File: src/rtl/jet_pkg.sv
`default_nettype none
// =============================================================================
//  Module   : jet_pkg
//  Purpose  : Shared types and keycodes for the jet / missile blocks.
//  Revision : 1.0 - initial release
// =============================================================================
package jet_pkg;

   // Heading of the jet and of a missile in flight
   typedef enum logic [1:0] {
      UP    = 2'd0,
      DOWN  = 2'd1,
      LEFT  = 2'd2,
      RIGHT = 2'd3
   } dir_t;

   // Missile launcher sequencing
   typedef enum logic [1:0] {
      IDLE     = 2'd0,
      FLYING   = 2'd1,
      COOLDOWN = 2'd2
   } launcher_state_t;

   // USB HID keyboard usage codes
   localparam logic [7:0] KEY_W    = 8'h1A;
   localparam logic [7:0] KEY_A    = 8'h04;
   localparam logic [7:0] KEY_S    = 8'h16;
   localparam logic [7:0] KEY_D    = 8'h07;
   localparam logic [7:0] KEY_FIRE = 8'h2C;

   // Inclusive window test on 11-bit signed screen coordinates
   function automatic logic in_window(input logic signed [10:0] v,
                                      input logic signed [10:0] lo,
                                      input logic signed [10:0] hi);
      return (v >= lo) && (v <= hi);
   endfunction

endpackage
`default_nettype wire

File: src/rtl/frame_tick_gen.sv
`default_nettype none
// =============================================================================
//  Module   : frame_tick_gen
//  Purpose  : Brings the vsync-rate frame strobe into the Clk domain and
//             emits a single-cycle pulse on each rising edge.
//  Revision : 1.0 - initial release
// =============================================================================
module frame_tick_gen (
   input  logic Clk,
   input  logic Reset,       // asynchronous, active-low
   input  logic frame_clk,
   output logic frame_tick
);

   logic sync_1;
   logic sync_2;
   logic sync_prev;

   // Two-flop synchronizer followed by an edge-history flop
   always_ff @(posedge Clk or negedge Reset) begin
      if (!Reset) begin
         sync_1    <= 1'b0;
         sync_2    <= 1'b0;
         sync_prev <= 1'b0;
      end else begin
         sync_1    <= frame_clk;
         sync_2    <= sync_1;
         sync_prev <= sync_2;
      end
   end

   assign frame_tick = sync_2 & ~sync_prev;

endmodule
`default_nettype wire

File: src/rtl/missile_launcher.sv
`default_nettype none
// =============================================================================
//  Module   : missile_launcher
//  Purpose  : Launches a single missile from the jet nose on a fire-key press,
//             moves it once per frame along its launch heading, retires it at
//             the screen edge and then holds off relaunch for a cooldown.
//  Options  : MISSILE_WRAP_EN - missile wraps at the edges and instead expires
//             after LIFETIME_FRAMES flight ticks.
//  Revision : 1.0 - initial release
// =============================================================================
module missile_launcher
   import jet_pkg::*;
#(
   parameter int X_MIN           = 5,
   parameter int X_MAX           = 639,
   parameter int Y_MIN           = 6,
   parameter int Y_MAX           = 474,
   parameter int MISSILE_STEP    = 8,
   parameter int MISSILE_SIZE    = 4,
   parameter int COOLDOWN_FRAMES = 15
`ifdef MISSILE_WRAP_EN
   ,
   parameter int LIFETIME_FRAMES = 60
`endif
) (
   input  logic       Clk,
   input  logic       Reset,          // asynchronous, active-low
   input  logic       frame_clk,
   input  logic [7:0] keycode,
   input  logic [9:0] JetX,
   input  logic [9:0] JetY,
   input  logic [9:0] JetS,
   output logic [9:0] MissileX,
   output logic [9:0] MissileY,
   output logic [9:0] MissileS,
   output logic       MissileActive
);

   localparam logic signed [10:0] XLO  = 11'(X_MIN);
   localparam logic signed [10:0] XHI  = 11'(X_MAX);
   localparam logic signed [10:0] YLO  = 11'(Y_MIN);
   localparam logic signed [10:0] YHI  = 11'(Y_MAX);
   localparam logic signed [10:0] STEP = 11'(MISSILE_STEP);
   localparam int CD_W = (COOLDOWN_FRAMES > 1) ? $clog2(COOLDOWN_FRAMES + 1) : 1;

   logic            frame_tick;
   launcher_state_t state, state_nxt;
   dir_t            dir, dir_nxt;
   dir_t            fly_dir, fly_dir_nxt;
   logic            fire_prev, fire_prev_nxt;
   logic [CD_W-1:0] cd, cd_nxt;
   logic [9:0]      x_nxt, y_nxt;
   logic            active_nxt;

   frame_tick_gen u_tick (
      .Clk        (Clk),
      .Reset      (Reset),
      .frame_clk  (frame_clk),
      .frame_tick (frame_tick)
   );

   assign MissileS = 10'(MISSILE_SIZE);

   // Spawn point at the jet nose for the current heading
   logic signed [10:0] jx, jy, js, spawn_x, spawn_y;
   logic               spawn_ok, fire_edge;
   assign jx       = $signed({1'b0, JetX});
   assign jy       = $signed({1'b0, JetY});
   assign js       = $signed({1'b0, JetS});
   assign spawn_x  = (dir == LEFT) ? jx - js : (dir == RIGHT) ? jx + js : jx;
   assign spawn_y  = (dir == UP)   ? jy - js : (dir == DOWN)  ? jy + js : jy;
   assign spawn_ok = in_window(spawn_x, XLO, XHI) && in_window(spawn_y, YLO, YHI);
   assign fire_edge = (keycode == KEY_FIRE) && !fire_prev;

   // Candidate next position along the latched flight axis
   logic signed [10:0] cur_x, cur_y, step_x, step_y;
   logic               step_ok;
   assign cur_x   = $signed({1'b0, MissileX});
   assign cur_y   = $signed({1'b0, MissileY});
   assign step_x  = (fly_dir == LEFT) ? cur_x - STEP : (fly_dir == RIGHT) ? cur_x + STEP : cur_x;
   assign step_y  = (fly_dir == UP)   ? cur_y - STEP : (fly_dir == DOWN)  ? cur_y + STEP : cur_y;
   assign step_ok = in_window(step_x, XLO, XHI) && in_window(step_y, YLO, YHI);

`ifdef MISSILE_WRAP_EN
   localparam logic signed [10:0] XSPAN = 11'(X_MAX - X_MIN + 1);
   localparam logic signed [10:0] YSPAN = 11'(Y_MAX - Y_MIN + 1);
   localparam int LT_W = $clog2(LIFETIME_FRAMES + 1);

   logic [LT_W-1:0]    life, life_nxt, life_inc;
   logic signed [10:0] wrap_x, wrap_y;
   assign life_inc = life + LT_W'(1);
   assign wrap_x = (step_x > XHI) ? step_x - XSPAN : (step_x < XLO) ? step_x + XSPAN : step_x;
   assign wrap_y = (step_y > YHI) ? step_y - YSPAN : (step_y < YLO) ? step_y + YSPAN : step_y;
`endif

   // State and datapath registers; everything advances through the *_nxt terms
   always_ff @(posedge Clk or negedge Reset) begin
      if (!Reset) begin
         state         <= IDLE;
         dir           <= UP;
         fly_dir       <= UP;
         fire_prev     <= 1'b0;
         cd            <= '0;
         MissileX      <= '0;
         MissileY      <= '0;
         MissileActive <= 1'b0;
`ifdef MISSILE_WRAP_EN
         life          <= '0;
`endif
      end else begin
         state         <= state_nxt;
         dir           <= dir_nxt;
         fly_dir       <= fly_dir_nxt;
         fire_prev     <= fire_prev_nxt;
         cd            <= cd_nxt;
         MissileX      <= x_nxt;
         MissileY      <= y_nxt;
         MissileActive <= active_nxt;
`ifdef MISSILE_WRAP_EN
         life          <= life_nxt;
`endif
      end
   end

   // Next-state and datapath decisions, evaluated only on a frame tick
   always_comb begin
      state_nxt     = state;
      dir_nxt       = dir;
      fly_dir_nxt   = fly_dir;
      fire_prev_nxt = fire_prev;
      cd_nxt        = cd;
      x_nxt         = MissileX;
      y_nxt         = MissileY;
      active_nxt    = MissileActive;
`ifdef MISSILE_WRAP_EN
      life_nxt      = life;
`endif
      if (frame_tick) begin
         fire_prev_nxt = (keycode == KEY_FIRE);
         case (keycode)
            KEY_W:   dir_nxt = UP;
            KEY_S:   dir_nxt = DOWN;
            KEY_A:   dir_nxt = LEFT;
            KEY_D:   dir_nxt = RIGHT;
            default: dir_nxt = dir;
         endcase
         case (state)
            IDLE: begin
               if (fire_edge && spawn_ok) begin
                  x_nxt       = spawn_x[9:0];
                  y_nxt       = spawn_y[9:0];
                  fly_dir_nxt = dir;
                  active_nxt  = 1'b1;
                  state_nxt   = FLYING;
`ifdef MISSILE_WRAP_EN
                  life_nxt    = '0;
`endif
               end
            end
            FLYING: begin
`ifdef MISSILE_WRAP_EN
               if (life_inc == LT_W'(LIFETIME_FRAMES)) begin
                  active_nxt = 1'b0;
                  cd_nxt     = CD_W'(COOLDOWN_FRAMES);
                  state_nxt  = COOLDOWN;
               end else begin
                  x_nxt    = wrap_x[9:0];
                  y_nxt    = wrap_y[9:0];
                  life_nxt = life_inc;
               end
`else
               if (!step_ok) begin
                  active_nxt = 1'b0;
                  cd_nxt     = CD_W'(COOLDOWN_FRAMES);
                  state_nxt  = COOLDOWN;
               end else begin
                  x_nxt = step_x[9:0];
                  y_nxt = step_y[9:0];
               end
`endif
            end
            COOLDOWN: begin
               if (cd == '0) state_nxt = IDLE;
               else          cd_nxt    = cd - CD_W'(1);
            end
            default: state_nxt = IDLE;
         endcase
      end
   end

`ifdef MISSILE_WRAP_EN
   // In the wrap build the edge test only feeds the wrap path
   logic unused_step_ok;
   assign unused_step_ok = step_ok;
`endif

endmodule
`default_nettype wire

File: config.mk
export PLATFORM = sky130hd
export DESIGN_NAME = missile_launcher
export DESIGN_NICKNAME = d
export VERILOG_FILES = /design/src/rtl/jet_pkg.sv /design/src/rtl/frame_tick_gen.sv /design/src/rtl/missile_launcher.sv
export SDC_FILE = /design/constraint.sdc
export NUM_CORES = 1
export LEC_CHECK = 0
export CAP_MARGIN = 30
export CORE_MARGIN = 8
export CORE_UTILIZATION = 30
export DETAILED_ROUTE_END_ITERATION = 10
export PLACE_DENSITY = 0.51
export SETUP_SLACK_MARGIN = 0.02
export SYNTH_ARGS = -nofsm -noshare
export SYNTH_HDL_FRONTEND = slang
export SYNTH_SLANG_ARGS = --single-unit
File: constraint.sdc
create_clock -name Clk -period 2.9 [get_ports Clk]
set_input_delay 0.58 -clock Clk [delete_from_list [all_inputs] [get_ports Clk]]
set_output_delay 0.58 -clock Clk [all_outputs]
set_load 0.02 [all_outputs]
==> results.toml, run 1 <==
[logic_synthesis]
synthSimpleGateAreaFrac = 0.2332
synth_edf_count = 0
synthFlopType = "dfrtp_1"
yosys.cell_types.count = 83
ys_ff_latch = 35
ys_seq_area_frac = 0.1824
synth.avg_cell_area_um2 = 7.990
synth_top_cell_by_area = "dfrtp_1"
synth_commonest_cells = "nand2_1, nor2_1, ha_1"
synth_mux_area_frac = 0.05289
synth_area_mm2 = 0.004802
yosysWarnings = 0
synthArstFlopShare = 1.000
synth_most_common_cell = "nand2_1"
syn_inst = 601
synth_top_family_by_area = "compound AO/OA/AOI/OAI gates"
yosysTopAreaCellShare = 0.1824
synth.area.top_cells = "dfrtp_1, ha_1, nand2_1"
synth_compound_area_frac = 0.2738
synth-xor-area-share = 0.03830
synth-adder-area-share = 0.1339

[detailed_routing]
drt-total-wl_um = 16500
post-route-drc-count = 0
drtPass1Iterations = 5
routedWlPerCell_um = 15.97
num_vias = 5266
via_per_inst = 5.098
ant_nets = 0
drt_iter0_markers = 172

[clock_tree]
cts_tree = "built"
postCtsHoldBufs = 0
max-clock-path-buffers = 2
numCtsBuffers = 5
clkTransAtPathRegs_ns = 0.05
h-tree-depth = 2
root_buffer = "clkbuf_16"
clock_sinks = 35
clock_latency_ns = 0.28

[setup_path]
path_depth = 18
critPathSlowestCell = "or4b_4"
path_cells = "buf_12 > inv_12 > ha_4 > inv_2 > fa_2 > a21o_1 > o21ai_2 > a31oi_4 > o31ai_2 > mux2_4 > o32a_1 > or4b_4 > and4b_1 > buf_12 > buf_12 > buf_6 > o21ai_2 > a2bb2oi_2"
critPathLaunchType = "input pin"
worstSetupPathType = "in2reg"
rr_startpoint = "dir[0]"
slowest_delay_ns = 0.49
crit_path_end_kind = "register"
arrival_ns = 3.87
path_buf_inv = 6
startpoint = "JetX[0]"
crit_path_end = "MissileY[8]"
crit_top_cell = "buf_12"
r2r_slack_ns = -0.31
critPathTopFamily = "compound AO/OA/AOI/OAI gates"
worstPathRequired_ns = 3.06
cp_max_fo = 6
timing.rr.end = "MissileY[8]"
worstRegToRegCells = 16

[global_routing]
globalRouteOverflowTotal = 0
grt_pass1_wl_um = 27030
met3_usage = 0.01342
grtUsageMet2 = 0.2958
busiest_layer = "met2"
grt_pass1_vias = 5517
grt_usage = 0.1627
grt_max_degree = 36
grtUsageMet1 = 0.1976
antenna_found_initial = 0

[cells_and_area]
syn_to_final_growth_pct = 58.34
n_antenna_cell = 0
fillers = 1532
final_core_util = 0.4821
final_net_count = 907
layout-drive-gt1-share = 0.3635

[worst_hold_path]
min_delay_path_depth = 0
hold_class = "reg2reg"
min_from = "u_tick.sync_1"

[timing]
slew_headroom = 0.4838
drv_slew = 0
setup_viol = 24
rsz0062_at_grt = "yes"
max_freq_ghz = 0.2701
finClkSkew_ns = 0.008287
finalHoldViolations = 0
tightest_slew_ns = 0.7744
fin_tns_setup_ns = -17.41
hold-worst-slack_ns = 0.3501
period_minus_slack_ns = 3.703
fin_crit_sh = 1.277
fin_ws_ns = -0.8029

[status]
outcome = "finished with violations"
violations = "negative setup slack"

[floorplanning]
die_area_mm2 = 0.02031
initial_core_util = 0.3045
core_area_mm2 = 0.01577
die_y_um = 142.5
core.rowCount = 46
dieWidth_um = 142.5
ioPinCount = 72

[pwr]
p_comb_frac = 0.495
seq_power_share = 0.246
p_int_mw = 1.353
switching_share = 0.3402
ir_drop_v = 0.0002038
clock_power_share = 0.259
p_sw_uw = 697.9
power_density_mw_per_mm2 = 269.8
leakage_nw = 3.384

[place]
dp_slack_ns = -1.815
routabilityCongestion = 0.8786
dp_hpwl_um = 13080
portBuffers = 61

[job]
max_cap_viol_count = 0
worst register-to-register path, stage by stage, from the launching register on:
cell and delay, ns:
dfrtp_1 0.42, buf_4 0.23, buf_4 0.20, nor3_1 0.18
a21oi_1 0.05, o21ai_1 0.14, o41ai_4 0.14, nor3_1 0.15
o31ai_1 0.11, buf_4 0.16, or4b_4 0.52, and4b_1 0.22
buf_12 0.14, buf_12 0.13, buf_6 0.12, o21ai_2 0.13
a2bb2oi_2 0.06
metrics by stage:
step	instance area, µm²	instances	total power [mW]
after floorplan	4873	609	0.9614
final	7604	1033	2.051
after detailed placement	6804	1010	1.391
after global placement	6804	1010	1.380
after global routing	7604	1033	2.169
after CTS	7497	1030	2.029
layout make-up:
cell class	count	area, µm²	area share
clock buffers	6	138.9	0.01827
well taps	216	270.3	0.03554
clock inverters	1	5.005	0.0006582
flip-flops and latches	35	875.8	0.1152
repair buffers	243	2077	0.2732
inverters	43	181.4	0.02386
multi-input cells	489	4055	0.5333
routing by layer:
layer	up-vias	wire length, µm
met5	-	0
li1	2628	-
met4	0	298
met2	88	8368
met3	27	417
met1	2523	7413
cells by family after synthesis:
group / after synthesis
flip-flops: 35
XOR/XNOR: 21
AND/OR/NAND/NOR: 210
buffers and inverters: 85
other: 2
adder cells (fa/ha/maj): 49
AO/OA/AOI/OAI: 175
multiplexers: 24
placed cells by master, fill, tap and decap left out, drive strengths merged, types with 11 or more instances in the layout:
master	n
mux2i	16
buf	187
clkdlybuf4s50	37
o21ai	30
a31oi	11
a21oi	33
nor2	50
nor2b	17
inv	41
nand3	12
dfrtp	35
dlygate4sd2	15
nor3	20
nand2	49
ha	45
xor2	12
power by group through the flow:
stage | Clock, mW | Combinational (mW) | Sequential, mW
global placement | 0 | 0.867 | 0.512
detailed placement | 0 | 0.879 | 0.513
CTS | 0.544 | 0.981 | 0.504
finish | 0.531 | 1.02 | 0.504
floorplan | 0 | 0.447 | 0.514
global route | 0.558 | 1.11 | 0.505
sequential cells by signal, indices dropped and copies added (netlist names), 2 cells and up:
register	count
dir	2
MissileX	10
MissileY	10
cd	4
state	2
fly_dir	2
worst min path at each step:
stage / endpoint / slack [ns]
global placement: u_tick.sync_2 / 0.34
finish: u_tick.sync_2 / 0.35
CTS: u_tick.sync_2 / 0.35
detailed placement: u_tick.sync_2 / 0.34
global route: u_tick.sync_2 / 0.37
floorplan: MissileActive / 0.28
what timing repair did:
action | in CTS | in global routing
pin swaps | 34 | 10
setup endpoints to repair | 27 | 28
gates resized for setup | 135 | 23
buffers inserted | 15 | 3
Power figures use the tool's default switching activity.
==> run 2, diff against run 1 <==
- ABC_CLOCK_PERIOD_IN_PS: default -> 2900
==> results of run 2 <==
Final layout, timing and power as in run 1 (identical DEF).
==> run 3, diff against run 2 <==
- ABC_AREA: default -> 1
- ABC_CLOCK_PERIOD_IN_PS: 2900 -> default
==> results.toml, run 3 <==
[status]
outcome = "finished, final reports clean"

[worst_hold_path]
min_from = "u_tick.sync_1"
holdPathEnd = "u_tick.sync_2"
min_delay_path_depth = 0
hold_class = "reg2reg"

[cells_and_area]
syn_to_final_growth_pct = 54.74
fin_cells = 1300
reg_top3 = "MissileX x10, MissileY x10, cd x4"
final_net_count = 1164
fillers = 1802
final_cell_mix = "nand2_1, buf_4, inv_1, nand3_1, nor2_1"
n_antenna_cell = 0
design_area_mm2 = 0.007958
layout-drive-gt1-share = 0.3507
final_common_cell = "nand2_1"

[clock_tree]
root_buffer = "clkbuf_16"
numCtsBuffers = 5
max-clock-path-buffers = 2
clkTransAtPathRegs_ns = 0.06
clock_latency_ns = 0.28
cts_tree = "built"
h-tree-depth = 2
clock_sinks = 35

[global_routing]
grt_pass1_wl_um = 28740
grtUsageMet1 = 0.1986
grt_usage = 0.1609
grtUsageMet2 = 0.2942
grt_pass1_vias = 5870
busiest_layer = "met2"
antenna_found_initial = 0
grt_max_degree = 36
met3_usage = 0.01446
globalRouteOverflowTotal = 0

[logic_synthesis]
synth_mux_area_frac = 0
synthFlopType = "dfrtp_1"
synth.area.top_cells = "nand2_1, dfrtp_1, ha_1"
synth-adder-area-share = 0.1251
synthSimpleGateAreaFrac = 0.4392
syn_inst = 875
yosysWarnings = 0
synth-xor-area-share = 0.01679
yosys.cell_types.count = 42
synth.avg_cell_area_um2 = 5.877
synth_area_mm2 = 0.005142
ys_ff_latch = 35
synth_compound_area_frac = 0.1088
synth_commonest_cells = "nand2_1, inv_1, nand3_1"
ys_seq_area_frac = 0.1703
yosysTopAreaCellShare = 0.2088
synth_most_common_cell = "nand2_1"
synthArstFlopShare = 1.000
synth_edf_count = 0
synth_top_family_by_area = "simple AND/OR/NAND/NOR gates"
synth_top_cell_by_area = "nand2_1"

[timing]
period_minus_slack_ns = 2.772
rsz0062_at_grt = "no"
slew_headroom = 0.4791
hold-worst-slack_ns = 0.3532
tightest_slew_ns = 0.7813
fin_crit_sh = 0.9558
fin_tns_setup_ns = 0
finalHoldViolations = 0
max_freq_ghz = 0.3608
setup_viol = 0
drv_slew = 0
fin_ws_ns = 0.1281
finClkSkew_ns = 0.003831

[detailed_routing]
ant_nets = 0
via_per_inst = 4.666
routedWlPerCell_um = 13.66
drt-total-wl_um = 17760
num_vias = 6066
drtPass1Iterations = 4
post-route-drc-count = 0
drt_iter0_markers = 297

[floorplanning]
core.rowCount = 48
core_area_mm2 = 0.01706
die_area_mm2 = 0.02159
initial_core_util = 0.3015
ioPinCount = 72
dieWidth_um = 146.9
die_y_um = 146.9

[place]
placed_area_mm2 = 0.006773
dp_slack_ns = -0.7688
routabilityCongestion = 0.9120
portBuffers = 61
dp_cells = 1257
dp_hpwl_um = 14400

[setup_path]
slowest_delay_ns = 0.39
arrival_ns = 2.97
critPathTopFamily = "simple AND/OR/NAND/NOR gates"
worstPathRequired_ns = 3.10
path_cells = "buf_2 > inv_1 > ha_2 > inv_2 > fa_2 > nand3_2 > nand2_2 > nand2_1 > nand2_1 > xor2_1 > nor2_1 > nor2_4 > inv_2 > nand4_1 > nand3_4 > nand2_4 > nand2_4 > buf_6 > buf_12 > nand2_2 > o21ai_2"
r2r_slack_ns = 0.32
worstSetupPathType = "in2reg"
cp_max_fo = 7
rr_startpoint = "fly_dir[1]"
crit_path_end_kind = "register"
path_buf_inv = 6
critPathLaunchType = "input pin"
critPathSlowestCell = "fa_2"
worstRegToRegCells = 16
timing.rr.end = "MissileY[8]"

[job]
max_cap_viol_count = 0

[pwr]
power_density_mw_per_mm2 = 477.1
ir_drop_v = 0.0003998
leakage_nw = 4.096
run 3: how the worst max path moves through the flow:
| stage | startpoint | endpoint | slack [ns] | cells past startpoint |
|---|---|---|---|---|
| after detailed placement | JetS[0] | MissileY[3] | -0.77 | 22 |
| after floorplan | JetX[0] | MissileX[8] | 0.17 | 18 |
| final | JetY[0] | MissileY[8] | 0.13 | 21 |
| after global routing | JetS[4] | MissileY[8] | 0.0006 | 21 |
| after global placement | JetS[0] | MissileX[3] | -0.74 | 22 |
| after CTS | JetS[2] | MissileY[8] | 0.04 | 20 |
run 3: layout make-up:
class | instances | area, µm² | share of cell area
Multi-Input combinational cell | 683 | 4258 | 0.5351
Timing Repair Buffer | 216 | 1851 | 0.2325
Sequential cell | 35 | 877.1 | 0.1102
Inverter | 133 | 501.7 | 0.06305
Tap cell | 225 | 281.5 | 0.03538
Clock buffer | 6 | 128.9 | 0.01620
Clock inverter | 2 | 60.06 | 0.007547
run 3: repair_timing:
item,4_1_cts,5_1_grt
setup buffers,21,12
setup endpoints to repair,24,23
resized for setup,152,104
cloned,3,0
pin swaps,48,64
hold buffers,0,0
run 3: worst register-to-register path: cells and delay by family (launching register included):
family	cells	cell delay, ns
buffers and inverters	4	0.46
flip-flops	1	0.56
AND/OR/NAND/NOR	9	1.01
AO/OA/AOI/OAI	2	0.22
XOR/XNOR	1	0.22
run 3: cell families after synthesis:
| logic type | Yosys count |
|---|---|
| adders and majority gates | 49 |
| AOI/OAI and AO/OA | 91 |
| DFF | 35 |
| buffers and inverters | 165 |
| and+or+nand+nor | 524 |
| xor gates and xnor gates | 9 |
| other | 2 |
run 3: metrics by stage:
stage	util	total power [mW]
2_1_floorplan	-	2.021
3_3_place_gp	0.3971	2.807
3_5_place_dp	0.3971	2.811
4_1_cts	0.4468	3.701
5_1_grt	0.4665	4.103
6_report	0.4665	3.796
run 3: power breakdown:
| part | switching, mW | internal (mW) |
|---|---|---|
| Sequential | 0.216 | 0.618 |
| Combinational | 1.24 | 1.03 |
| Clock | 0.200 | 0.493 |
| Total | 1.66 | 2.14 |
run 3: routing by layer:
layer  wire (µm)  share of wire  up-vias
met3         516          0.029       27
li1            -              -     3165
met1        7978           0.45     2779
met4         311          0.018        0
met2        8954           0.50       95
met5           0              0        -
